===== src/rtl/fifo_rd_packer.sv =====
// Read-side drain stage: pops show-ahead FIFO bytes and packs LANES of them into one
// wide valid/ready word, emitting partial words on flush or after an idle timeout.
module fifo_rd_packer #(
    parameter int DSIZE        = 8,
    parameter int LANES        = 4,
    parameter int FLUSH_CYCLES = 16
) (
    input  logic                   rclk,
    input  logic                   rrst_n,
    input  logic                   rempty,
    input  logic [DSIZE-1:0]       rdata,
    output logic                   rinc,
    input  logic                   flush,
    output logic [DSIZE*LANES-1:0] m_data,
    output logic [LANES-1:0]       m_keep,
    output logic                   m_valid,
    input  logic                   m_ready
);

    localparam int CW = $clog2(LANES + 1);
    localparam int IW = (FLUSH_CYCLES > 0) ? $clog2(FLUSH_CYCLES + 1) : 1;

    logic [DSIZE-1:0]       acc_r [LANES];
    logic [CW-1:0]          cnt_r;
    logic [IW-1:0]          idle_r;
    logic                   slot_free_s;
    logic                   full_s;
    logic                   timeout_hit_s;
    logic                   xfer_s;
    logic [LANES-1:0]       keep_s;
    logic [DSIZE*LANES-1:0] data_s;

    // Handshake and transfer decisions for the current cycle.
    always_comb begin
        slot_free_s   = !m_valid || m_ready;
        full_s        = (cnt_r == CW'(LANES));
        timeout_hit_s = (FLUSH_CYCLES != 0) && (idle_r == IW'(FLUSH_CYCLES));
        xfer_s        = slot_free_s &&
                        (full_s || ((cnt_r != CW'(0)) && (flush || timeout_hit_s)));
        rinc          = rrst_n && !rempty && (!full_s || xfer_s);
    end

    // Outgoing word: filled lanes only, unfilled lanes forced to zero.
    always_comb begin
        keep_s = '0;
        data_s = '0;
        for (int i = 0; i < LANES; i++) begin
            if (CW'(i) < cnt_r) begin
                keep_s[i]                  = 1'b1;
                data_s[i*DSIZE +: DSIZE]   = acc_r[i];
            end else begin
                keep_s[i]                  = 1'b0;
                data_s[i*DSIZE +: DSIZE]   = '0;
            end
        end
    end

    // Accumulator, output slot and idle counter.
    always_ff @(posedge rclk) begin
        if (!rrst_n) begin
            for (int i = 0; i < LANES; i++) begin
                acc_r[i] <= '0;
            end
            cnt_r   <= '0;
            idle_r  <= '0;
            m_data  <= '0;
            m_keep  <= '0;
            m_valid <= 1'b0;
        end else begin
            if (xfer_s) begin
                m_data  <= data_s;
                m_keep  <= keep_s;
                m_valid <= 1'b1;
            end else if (m_ready) begin
                m_valid <= 1'b0;
            end else begin
                m_valid <= m_valid;
            end

            // A byte popped alongside a transfer starts the next word.
            if (xfer_s) begin
                if (rinc) begin
                    acc_r[0] <= rdata;
                    cnt_r    <= CW'(1);
                end else begin
                    cnt_r    <= '0;
                end
            end else if (rinc) begin
                for (int i = 0; i < LANES; i++) begin
                    if (CW'(i) == cnt_r) begin
                        acc_r[i] <= rdata;
                    end
                end
                cnt_r <= cnt_r + CW'(1);
            end else begin
                cnt_r <= cnt_r;
            end

            if (rinc || xfer_s || (cnt_r == CW'(0))) begin
                idle_r <= '0;
            end else if (idle_r != IW'(FLUSH_CYCLES)) begin
                idle_r <= idle_r + IW'(1);
            end else begin
                idle_r <= idle_r;
            end
        end
    end

endmodule


===== config.mk =====
export PLATFORM = sky130hd
export DESIGN_NAME = fifo_rd_packer
export DESIGN_NICKNAME = d
export VERILOG_FILES = /design/src/rtl/fifo_rd_packer.sv
export SDC_FILE = /design/constraint.sdc
export NUM_CORES = 1
export LEC_CHECK = 0
export CORE_ASPECT_RATIO = 1.1
export CORE_MARGIN = 10
export CORE_UTILIZATION = 49
export DETAILED_ROUTE_END_ITERATION = 7
export PLACE_DENSITY = 0.85
export SLEW_MARGIN = 20
export SYNTH_ARGS = -nofsm -noshare
export SYNTH_HDL_FRONTEND = slang
export SYNTH_SLANG_ARGS = --single-unit

===== constraint.sdc =====
create_clock -name rclk -period 2.1 [get_ports rclk]
set_clock_uncertainty 0.05 [all_clocks]
set_input_delay 0.315 -clock rclk [delete_from_list [all_inputs] [get_ports rclk]]
set_output_delay 0.315 -clock rclk [all_outputs]
set_load 0.005 [all_outputs]

==> results of run 1 <==
-- timing repair --
item,4_1_cts,5_1_grt
endpoints found under the setup margin,9,8
gates resized for setup,3,1
buffers inserted,0,0
-- cells by family (layout without fill, tap and decap cells) --
kind of cell	count (synthesis)	count (layout)	synth area share, %
buffers and inverters	39	115	6.20
DFF	77	77	54.3
xor gates and xnor gates	4	4	1.02
and+or+nand+nor	98	98	20.5
muxes	20	20	5.88
adders and majority gates	5	5	1.82
AOI/OAI and AO/OA	40	40	10.3
-- metrics by stage --
step	cell area [um2]	power (mW)	instances	TNS [ns]	util (%)
floorplan	3440	1.95	283	-1.75	-
global placement	4140	2.07	425	-0.360	61.8
detailed placement	4140	2.08	425	-1.46	61.8
CTS	4370	3.29	441	0	65.1
global route	4380	3.41	441	0	65.2
finish	4380	3.28	441	0	65.2
-- synthesized netlist by cell type (2+ instances only) --
cell	n	area share (%)
o21ai_0	2	0.29
dfxtp_1	45	26
xnor2_1	2	0.51
ha_1	5	1.8
clkbuf_1	7	0.77
nor3b_2	24	8.8
and3b_1	3	0.77
buf_2	4	0.58
nand2_1	29	3.2
o31ai_1	2	0.44
a21oi_1	3	0.44
nand3b_1	2	0.44
o21ai_1	3	0.44
nor2_1	2	0.22
buf_8	2	0.88
edfxtp_1	32	28
o32ai_1	8	2.0
buf_6	3	0.99
xor2_1	2	0.51
and2_1	9	1.6
nor2b_1	2	0.36
inv_1	21	2.3
mux2i_1	19	5.5
nor3_1	4	0.58
nor3b_1	3	0.66
nand2b_1	4	0.73
nand3_1	11	1.6
a32o_1	8	2.3
-- report_power, final --
part	internal (mW)	switching [mW]
combinational	0.194	0.230
sequential	1.61	0.0239
clock	0.670	0.549
total	2.48	0.802
-- worst max-delay path, stage by stage, from the launching register on --
cell	delay (ns)
dfxtp_1	0.31
inv_1	0.13
ha_4	0.23
and4b_1	0.23
nor2_1	0.06
dlygate4sd2_1	0.27
-- flip-flops by register name (all words and copies together) (netlist names) --
register / count
acc_r: 32
m_data: 32
idle_r: 5
m_keep: 4
cnt_r: 3
m_valid: 1
-- placed cells by master, fill, tap and decap left out, drive strengths merged, types with 9 or more instances in the layout --
master and instances:
mux2i 19, buf 28, edfxtp 32, and2 9
dfxtp 45, clkbuf 10, clkdlybuf4s50 49, nand2 29
nand3 11, inv 22, nor3b 27
-- cell type report --
cell class / instances / area, um2
fill: 481 / 2330
inverter: 21 / 78.8
sequential: 77 / 1860
clock buffer: 10 / 128
timing repair buffer: 78 / 734
multi-input combinational: 167 / 1390
tap: 82 / 103
clock inverter: 6 / 86.3
-- routing by layer --
layer / vias up / GRT usage, % / wire, um
met4: 0 / 5.94 / 135
li1: 1159 / - / -
met2: 72 / 23.5 / 3560
met5: - / 0 / 0
met3: 13 / 5.84 / 530
met1: 1145 / 16.9 / 3240
-- worst max-delay path by stage --
| stage | end | slack (ns) | depth (start not counted) |
|---|---|---|---|
| 3_5_place_dp | m_data[11] | -0.15 | 5 |
| 2_1_floorplan | acc_r[1][0] | -0.07 | 8 |
| 3_3_place_gp | m_data[12] | -0.05 | 5 |
| 4_1_cts | rinc | 0.11 | 5 |
| 5_1_grt | rinc | 0.03 | 5 |
| 6_report | rinc | 0.15 | 5 |
==> results by group, run 1 <==
Outcome
  • Outcome: finished clean

Logic synthesis
  • FF+latch count, synth: 77
  • Distinct cells, synth: 50
  • Syn avg cell area: 12.1 um2
  • Ys async rst share: 0%
  • Synthesized instance count: 283
  • Synthesized cell area: ~3400 um2
  • Number of synthesized flops with an enable pin: 32
  • Register area share after synthesis: 54.3%
  • Post-Syn Nets: ~300
  • Synth Warn #: 0
  • Ys flop type: dfxtp_1

Timing
  • Worst-margin pin slew: 0.503 ns
  • Period utilization: 93.0%
  • Hold_ws: about 0.41 ns
  • Slew Limit Headroom: approximately 66%
  • Final setup margin: roughly 0.15 ns
  • Max-slew violation count: 0
  • Final hold vios: 0
  • Setup violators final: 0
  • Unrepaired setup endpoints after global routing: false
  • Clock period minus worst slack: 1.95 ns
  • F_max: 0.512 GHz

Die
  • Core area: 6710 um2
  • Top Ports: 51
  • Num rows: 31
  • Die area: approximately 11000 um2
  • Chip height: 108 um
  • Horiz. Die Dim: 99.8 um
  • Initial core utilization: 51.1%

Routing
  • Antenna violation net count after detailed routing: 0
  • Via density: 5.42
  • Overall routed net length: between 7000 and 8000 um
  • # DRC: 0
  • DR pass1 iterations: 4
  • DR WL/cell: 16.9 um
  • Drt initial violations: 125
  • Routed vias: 2389

Critical path
  • Critical Path Start Type: register
  • Crit path capture type: output pin
  • Setup crit start: cnt_r[0]
  • Largest fanout on the critical path: 12
  • Arr. time, crit path: 1.59 ns
  • R2R depth: 5
  • Worst path required time: approximately 1.7 ns
  • Reg2reg start: cnt_r[0]
  • Crit Reg-Reg Endpoint: acc_r[0][5]
  • Setup slack on the worst flop-to-flop path: 0.18 ns
  • Crit Path Category: reg -> out

Clocking
  • Clock sink total: 77
  • H-tree depth: 3
  • Clock Pin Slew Worst Setup and Hold Paths: 0.08 ns
  • CTS buffer count: 9
  • Hold_buf cts: 0
  • Clk Latency, worst-skew pair: 0.35 ns
  • Root buf cell: clkbuf_8
  • TritonCTS clock tree: done
  • Clock tree buffer depth: 2

Global routing
  • First-pass GRT wire length: 12400 um
  • Global Route Usage Sum: between 10% and 20%
  • Grt ovf: 0
  • Largest net degree at the start of global routing: 38
  • Vias in the first global route: between 2000 and 2500
  • Initial antenna violation count: 0

Worst hold path
  • Hold Crit Depth: 2
  • Hold Startpoint: m_data[8]
  • Worst Hold Class: reg -> reg
  • Min-Delay Endpoint: m_data[8]

Placement
  • DP Wirelength: 5450 um
  • DP Worst Slack: -0.149 ns
  • Final GP Congestion: 0.851
  • Number of port buffers: 50

Pwr
  • P_leak: 1.55 nW
  • Peak supply drop: 0.000495 V
  • Power Density: ~750 nW/um2

Layout
  • Ant diodes: 0
  • Share of post-route cells with drive strength above 1: 21.4%
  • Syn-to-layout area delta: 27.7%
  • Nets: 372

Run
  • Max_cap viols: 0
(Power assumes the default switching activity.)
==> run 2: changes to the inputs <==
--- a/config.mk
+++ b/config.mk
@@ -10,6 +10,7 @@
 export CORE_UTILIZATION = 49
 export DETAILED_ROUTE_END_ITERATION = 7
 export PLACE_DENSITY = 0.85
+export SETUP_SLACK_MARGIN = 0.05
 export SLEW_MARGIN = 20
 export SYNTH_ARGS = -nofsm -noshare
 export SYNTH_HDL_FRONTEND = slang
==> constraint.sdc (replaced) <==
create_clock -name rclk -period 1.7 [get_ports rclk]
set_clock_uncertainty 0.05 [all_clocks]
set_input_delay 0.255 -clock rclk [delete_from_list [all_inputs] [get_ports rclk]]
set_output_delay 0.255 -clock rclk [all_outputs]
set_load 0.005 [all_outputs]
==> run 2 against run 1 <==
  * The flow now finishes with violations (setup timing)
  * First-iteration DRC count is 18% higher
  * Critical path type is now reg -> reg
  * Largest cell class unchanged
  * Largest power group unchanged
  * Die area stayed put
  * Register-to-register slack worse by 0.34 ns
  * Worst setup slack worse by 0.30 ns
  * Utilization is 8.7 points higher
  * Critical path depth is 1 higher
==> results by group, run 2 (same netlist as run 1, synthesis figures left out) <==
Clocking
  • Clk Latency, worst-skew pair: 0.35 ns (about the same)
  • Clock sink total: 77 (unchanged)
  • Hold_buf cts: 0 (unchanged)
  • Clock Pin Slew Worst Setup and Hold Paths: 0.09 ns (was 0.08 ns)
  • Root buf cell: clkbuf_8 (unchanged)
  • Clock tree buffer depth: 2 (unchanged)
  • CTS buffer count: 9 (unchanged)
  • H-tree depth: 3 (unchanged)
  • TritonCTS clock tree: done (unchanged)

Global routing
  • First-pass GRT wire length: 13200 um (was 12400 um)
  • Global Route Usage Sum: 15.5% (was 14.6%)
  • Grt ovf: 0 (unchanged)
  • Largest net degree at the start of global routing: 40 (was 38)
  • Vias in the first global route: 2567 (was 2477)
  • Initial antenna violation count: 0 (unchanged)

Critical path
  • Worst path required time: 1.78 ns (was 1.74 ns)
  • CP top delay family: compound AO/OA/AOI/OAI gates (was buffers and inverters)
  • Arr. time, crit path: 1.93 ns (was 1.59 ns)
  • Slowest stage delay, CP: 0.44 ns (was 0.31 ns)
  • Crit path max-delay cell type: nor4bb_4 (was dfxtp_1)
  • CP Buf/Inv Count: 2 (unchanged)
  • Crit Path Category: reg -> reg (was reg -> out)
  • Crit path capture type: register (was output pin)
  • CP cell instances: inv_2, ha_4, nor4bb_4, o311a_2, o21ai_4, buf_12 (was inv_1, ha_4, and4b_1, nor2_1, dlygate4sd2_1)
  • Largest fanout on the critical path: 8 (was 12)
  • Critical Path Start Type: register (unchanged)

Run
  • Max_cap viols: 0 (unchanged)

Placement
  • Final GP Congestion: 0.821 (was 0.851)
  • DP Wirelength: 5600 um (was 5450 um)
  • Number of port buffers: 50 (unchanged)
  • Dpl cells: 431 (was 425)
  • Area after DPL: 4250 um2 (was 4140 um2)

Die
  • Core area: 6710 um2 (unchanged)
  • Top Ports: 51 (unchanged)
  • Die area: 10700 um2 (unchanged)
  • Horiz. Die Dim: 99.8 um (unchanged)
  • Chip height: 108 um (unchanged)
  • Initial core utilization: 51.1% (unchanged)
  • Num rows: 31 (unchanged)

Pwr
  • P_leak: 1.78 nW (was 1.55 nW)
  • Power Density: 866 nW/um2 (was 749 nW/um2)
  • Peak supply drop: 0.000611 V (was 0.000495 V)

Timing
  • Fin Setup TNS: -11.07 ns (was 0 ns)
  • Final setup margin: -0.155 ns (was 0.148 ns)
  • Slew Limit Headroom: 73.3% (was 66.4%)
  • Final hold vios: 0 (unchanged)
  • Unrepaired setup endpoints after global routing: true (was false)
  • Period utilization: 109%
  • Setup violators final: 97 (was 0)
  • Clock period minus worst slack: 1.86 ns
  • Worst-margin pin slew: 0.401 ns (was 0.503 ns)
  • Hold_ws: 0.394 ns (was 0.409 ns)
  • Max-slew violation count: 0 (unchanged)
  • F_max: around 0.54 GHz

Layout
  • Most common cell after layout, fill and taps aside: clkdlybuf4s50_1 (unchanged)
  • Syn-to-layout area delta: 44.8% (was 27.7%)
  • Nets: 399 (was 372)
  • Final Non-Filler Cells: 468 (was 441)
  • Share of post-route cells with drive strength above 1: 37.0% (was 21.4%)
  • Final instance area: 4960 um2 (was 4380 um2)
  • Ant diodes: 0 (unchanged)
  • Largest regs: acc_r (32), m_data (32), idle_r (5) (unchanged)
  • Util after Layout: 74.0% (was 65.2%)
  • Most frequent cells in the layout: 47 x clkdlybuf4s50_1, 41 x dfxtp_1, 32 x edfxtp_1, 32 x buf_4, 29 x nand2_1 (was 49 x clkdlybuf4s50_1, 45 x dfxtp_1, 32 x edfxtp_1, 29 x nand2_1, 26 x buf_4)
  • Fillers: 423 (was 481)

Worst hold path
  • Worst Hold Class: in -> reg (was reg -> reg)

Routing
  • Routed vias: 2675 (was 2389)
  • Drt initial violations: 147 (was 125)
  • DR WL/cell: 21.0 um (was 16.9 um)
  • # DRC: 0 (unchanged)
  • Overall routed net length: 9840 um (was 7470 um)
  • Via density: 5.72 (was 5.42)
  • Antenna violation net count after detailed routing: 0 (unchanged)
  • DR pass1 iterations: 5 (was 4)

Outcome
  • Failing checks: setup timing
  • Outcome: finished, violations left (was finished clean)
-- run 2: report_power, final --
part	leakage [nW]	internal, mW	switching [mW]
Clock	0.0944	0.698	0.750
Combinational	0.984	0.414	0.413
Sequential	0.698	1.99	0.0301
Total	1.78	3.10	1.19
-- run 2: cell type report --
cell class	count	area [um2]	area share [%]
Tap cell	82	103	2.07
Multi-Input combinational cell	169	1670	33.7
Sequential cell	77	1870	37.6
Clock inverter	7	81.3	1.64
Clock buffer	9	124	2.50
Inverter	21	78.8	1.59
Timing Repair Buffer	103	1040	20.9
-- run 2: tightest hold or removal path: stages --
cell and delay (ns):
buf_2 0.21, o21a_1 0.17, mux2_4 0.14
-- run 2: final timing paths --
kind                  to  cells past startpoint  slack, ns       start
max          acc_r[2][4]                      6      -0.16   idle_r[0]
min             cnt_r[0]                      3       0.39      rrst_n
max reg2reg  acc_r[2][4]                      6      -0.16   idle_r[0]
min reg2reg   m_data[25]                      2       0.41  m_data[25]
-- run 2: metal layers --
layer / global-route usage, % / routed length [um]
met1: 17.9 / 3940
met2: 26.5 / 5220
met3: 4.88 / 537
met4: 5.02 / 143
met5: 0 / 0
-- run 2: what timing repair did --
item / in CTS / in global routing
gates cloned: 1 / 4
setup endpoints to repair: 103 / 105
gates resized for setup: 9 / 56
buffers inserted: 4 / 12
pin swaps: 4 / 19
-- run 2: per-stage QoR --
step | worst slack [ns] | power, mW
floorplan | -0.303 | 2.43
global placement | -0.276 | 2.61
detailed placement | -0.289 | 2.63
CTS | -0.0891 | 4.06
global route | -0.240 | 4.44
finish | -0.155 | 4.30
==> run 3: changes to the inputs <==
--- a/config.mk
+++ b/config.mk
@@ -8,6 +8,7 @@
 export CORE_ASPECT_RATIO = 1.1
 export CORE_MARGIN = 10
 export CORE_UTILIZATION = 49
+export CTS_CLUSTER_SIZE = 30
 export DETAILED_ROUTE_END_ITERATION = 7
 export PLACE_DENSITY = 0.85
 export SETUP_SLACK_MARGIN = 0.05
==> results of run 3 <==
Same layout as run 2: the final DEF is identical, and so are final timing and power.
==> patch 1 (flow settings as in run 1) <==
Make the reset (`rrst_n`) asynchronous in one clocked block.
--- a/src/rtl/fifo_rd_packer.sv
+++ b/src/rtl/fifo_rd_packer.sv
@@ -58,3 +58,3 @@
     // Accumulator, output slot and idle counter.
-    always_ff @(posedge rclk) begin
+    always_ff @(posedge rclk or negedge rrst_n) begin
         if (!rrst_n) begin
Check against the original RTL: differs if rrst_n is asserted again (counterexample within 4 cycles, from zero or initial values and one cycle with rrst_n low); with rrst_n held inactive, the same outputs for 10 cycles.
==> patch 1 against run 1 <==
  * Synthesized cell count shrank 1.4%
  * Via count is 2.3% lower
  * Worst setup slack got worse by 0.061 ns
  * Routed wire length fell by 4.1%
  * Cell area decreased by 4.5%
  * Synthesized area is 7.0% lower
  * Sequential cell count stayed put
  * Critical path type is now flop to flop
  * Largest cell class unchanged
Power is not compared: it rests on default switching activity, and its combinational part moved more than twofold at a synthesized area within 25%.
==> patch 1: results (changes against run 1) <==
Route
  • Initial detailed-routing violation count: 94 (-25%)
  • Metal2 WL: 3500 um (-1.8%)
  • Post-Route M1 WL: 3040 um (-6.3%)
  • Vias post-DR: 2335 (-2.3%)
  • Avg WL per Cell: 16.3 um (-3.9%)
  • Final wirelength: 7160 um (-4.1%)
  • Met3 WL: 495 um (-6.6%)

Setup path
  • CP Max Fanout: 8 (-4)
  • Reg2reg path depth: 7 (+2)
  • Crit-path max cell delay: 0.37 ns (+0.06 ns)
  • Slowest cell on crit path: dfrtp_1
  • Critical path endpoint: acc_r[19]$_DFFE_PN0P_
  • R2R setup slack: 0.09 ns (-0.09 ns)
  • CP Launch Point: cnt_r[1]$_DFFE_PN0P_
  • Top cell family by delay on the critical path: simple AND/OR/NAND/NOR gates

Global route
  • M2 GR Usage: 23.2% (-0.21 points)
  • Gr usage total: 14.5% (-0.071 points)
  • First-pass GRT wire length: 12200 um (-1.7%)
  • Met1 usage: 17.1% (+0.18 points)
  • Vias in the first global route: 2383 (-3.8%)
  • Largest net degree at the start of global routing: 72 (+89%)
  • GRT met3 Usage: 5.73% (-0.11 points)

Clock network
  • Post-CTS resize count: 2 (-1)
  • # hold bufs at CTS: 1 (+1)

Synth
  • Commonest cells in the netlist: dfrtp_1, nand2_1, mux2_2, nand3_1
  • Mean Syn Cell Area: 11.4 um2 (-5.6%)
  • Most used DFF post-synth: dfrtp_1
  • EDFF count, synth: 0 (-100%)
  • Synth top area cells: dfrtp_1, mux2_2, nand2_1
  • Syn_nets: 297 (-1.3%)
  • Synth cell types: 35 (-30%)

Placed design
  • Place WS: -0.0981 ns (+0.0510 ns)
  • GP Congestion: 0.819 (-3.8%)
  • DP Area: 3940 um2 (-5.0%)
  • Cells after DPL: 420 (-1.2%)

Outcome
  • Status: finished clean

Finish
  • Final core occ: 67.1% (+1.9 points)
  • Nets: 373 (+0.27%)

Timing
  • Worst Hold Margin: 0.276 ns (-0.133 ns)
  • Measured slew at the worst slew-check pin: 0.848 ns (+0.345 ns)
  • Post-layout min period: 2.01 ns (+0.0605 ns)

Worst hold path
  • Hold crit path type: input pin to async pin
## patch 1: power by group through the flow
stage | registers (mW) | logic (mW) | clock network [mW]
floorplan | 2.25 | 1.11 | 0
global placement | 2.24 | 1.95 | 0
detailed placement | 2.27 | 2.02 | 0
CTS | 2.25 | 2.04 | 1.03
global route | 2.32 | 2.31 | 1.09
finish | 2.25 | 2.09 | 1.02
## patch 1: logic make-up after synthesis
logic type | after synthesis | share of synthesized area, %
AO/OA/AOI/OAI | 23 | 5.30
XOR/XNOR | 4 | 1.10
adder cells (fa/ha/maj) | 5 | 1.96
buffers and inverters | 14 | 1.96
flip-flops | 77 | 60.4
multiplexers | 33 | 11.6
AND/OR/NAND/NOR | 123 | 17.7
## patch 1: area by class of cell
type,count,area (um2)
inverter,5,18.8
tap,80,100
multi-input combinational,188,1240
timing repair buffer,74,717
sequential,77,1930
fill,471,2050
clock buffer,13,159
clock inverter,3,20.0
==> patch 2 (config.mk and constraints of run 1) <==
Without the edit above. The parameter `LANES` goes from 4 to 8.
--- a/src/rtl/fifo_rd_packer.sv
+++ b/src/rtl/fifo_rd_packer.sv
@@ -4,3 +4,3 @@
     parameter int DSIZE        = 8,
-    parameter int LANES        = 4,
+    parameter int LANES        = 8,
     parameter int FLUSH_CYCLES = 16
Interface: changed (resized m_data and m_keep); port bits go from 51 to 87. No check against the original RTL was run, so the function may have changed too.
==> patch 2 against run 1 <==
  * Routed wire length rose by 64%
  * Synthesized cell count rose by 40%
  * Combinational power fell by 4%
  * Cell area rose by 65%
  * Worst setup slack got worse by 0.11 ns
  * Synthesized area rose by 55%
  * Die area rose by 44%
  * Total power rose by 98%
  * Sequential cell count rose by 69
  * Critical endpoint is now m_data[39]$_SDFFE_PN0N_
==> patch 2: results (changes against run 1) <==
Clock network
  • # H-tree levels: 4 (+1)
  • CTS Buf Count: 17 (+8)
  • Latest clock arrival within the worst-skew pair: 0.41 ns (+0.06 ns)
  • Clock Pin Slew Worst Setup and Hold Paths: 0.06 ns (-0.02 ns)
  • Clk root buf: clkbuf_16

Route
  • Highest Signal Layer: met4
  • Post-Route M1 WL: 4830 um (+49%)
  • Metal2 WL: 6260 um (+76%)
  • Final wirelength: 12300 um (+64%)
  • Met3 WL: 751 um (+42%)
  • Initial detailed-routing violation count: 243 (+94%)
  • Vias post-DR: 3600 (+51%)
  • DR pass1 iterations: 5 (+1)

Placed design
  • GP Congestion: 0.888 (+4.3%)
  • Cells after DPL: 634 (+49%)
  • Port bufs: 86 (+72%)
  • Dpl hpwl: 8660 um (+59%)

Outcome
  • Status: finished clean

Synth
  • Syn_nets: 414 (+38%)
  • EDFF count, synth: 64 (+100%)
  • Synth top area cells: edfxtp_1, dfxtp_1, a22o_1
  • Commonest cells in the netlist: dfxtp_1, a22o_1, edfxtp_1, nor2_1, nand2_1
  • Register area share after synthesis: 66.9% (+13 points)
  • Mean Syn Cell Area: 13.5 um2 (+11%)
  • Synth cell types: 48 (-4.0%)

Finish
  • Nets: 530 (+42%)
  • FILL cells: 706 (+47%)
  • Fin cells: 668 (+51%)
  • Share of cells above drive strength 1: 17.5% (-3.9 points)
  • Top Registers: acc_r: 64 flops, m_data: 64 flops, m_keep: 8 flops

Timing
  • Worst slew margin: 62.5% (-3.9 points)

Power and ir drop
  • Peak supply drop: 0.529 mV (+6.9%)
  • P_leak: 2.78 nW (+79%)

Setup path
  • Crit path DAT: 2.36 ns (+0.77 ns)
  • R2R setup slack: 0.04 ns (-0.14 ns)

Global route
  • Gr usage total: 15.9% (+1.3 points)
  • Largest net degree at the start of global routing: 37 (-2.6%)
  • First-pass GRT wire length: 19100 um (+53%)
==> patch 2: changes by cell type after synthesis, sizes merged, moves of 17 or more <==
cell and change:
a22o +63, nor2 +46, dfxtp +37, edfxtp +32
nor3b -25, mux2i -17
==> patch 2: report_power, final <==
part           internal (mW)  total, mW  switching, mW
Sequential              3.05       3.08         0.0311
Combinational          0.163      0.408          0.245
Clock                   1.87       2.99           1.12
==> patch 2: cell families after synthesis <==
logic type,Yosys count,synth area share [%]
AO/OA/AOI/OAI,101,16.8
buffers and inverters,31,3.71
AND/OR/NAND/NOR,105,10.1
flip-flops,146,66.9
multiplexers,3,0.587
adder cells (fa/ha/maj),5,1.17
XOR/XNOR,5,0.822
==> patch 2: stage by stage <==
| stage | util [%] | hold WS, ns | setup TNS [ns] | area, um2 | setup slack, ns |
|---|---|---|---|---|---|
| 6_report | 68.7 | 0.401 | 0 | 7210 | 0.0417 |
| 3_3_place_gp | 62.4 | 0.387 | 0 | 6540 | 0.0225 |
| 2_1_floorplan | - | 0.386 | 0 | 5400 | 0.0167 |
| 4_1_cts | 68.4 | 0.405 | 0 | 7170 | 0.0204 |
| 5_1_grt | 68.7 | 0.421 | -0.959 | 7210 | -0.0730 |
| 3_5_place_dp | 62.4 | 0.391 | -1.50 | 6540 | -0.0628 |
==> patch 2: final timing paths <==
| kind | start | end | cells after the start |
|---|---|---|---|
| max | cnt_r[0]$_SDFFE_PN0P_ | m_data[39]$_SDFFE_PN0N_ | 8 |
| min | m_keep[5]$_SDFFE_PN0N_ | m_keep[5]$_SDFFE_PN0N_ | 1 |
| max reg2reg | cnt_r[0]$_SDFFE_PN0P_ | m_data[39]$_SDFFE_PN0N_ | 8 |
| min reg2reg | m_keep[5]$_SDFFE_PN0N_ | m_keep[5]$_SDFFE_PN0N_ | 1 |
==> patch 2: final cells by class <==
cell class | instances | share of cell area [%]
Clock buffer | 22 | 7.19
Clock inverter | 10 | 1.27
Inverter | 13 | 0.677
Multi-Input combinational cell | 219 | 23.0
Sequential cell | 146 | 49.5
Tap cell | 143 | 2.48
Timing Repair Buffer | 115 | 15.9
==> patch 2: what timing repair did <==
action | 4_1_cts | 5_1_grt
gates cloned | 0 | 0
resized for setup | 3 | 3
endpoints found under the setup margin | 1 | 66
hold buffers | 0 | 0
buffers inserted | 1 | 1
pin swaps | 1 | 2
==> patch 2: critical path, stage by stage, from the launching register on <==
cell and delay, ns:
dfxtp_2 0.32, inv_2 0.11, ha_2 0.22, nor2b_4 0.19, buf_4 0.19, buf_4 0.16
o31ai_4 0.09, a21oi_2 0.44, a22o_1 0.21
==> patch 2: per-layer routing <==
metal | GRT usage [%] | up-vias
li1 | - | 1697
met1 | 17.4 | 1748
met2 | 27.4 | 123
met3 | 4.87 | 32
met4 | 8.66 | 0
met5 | 0 | -
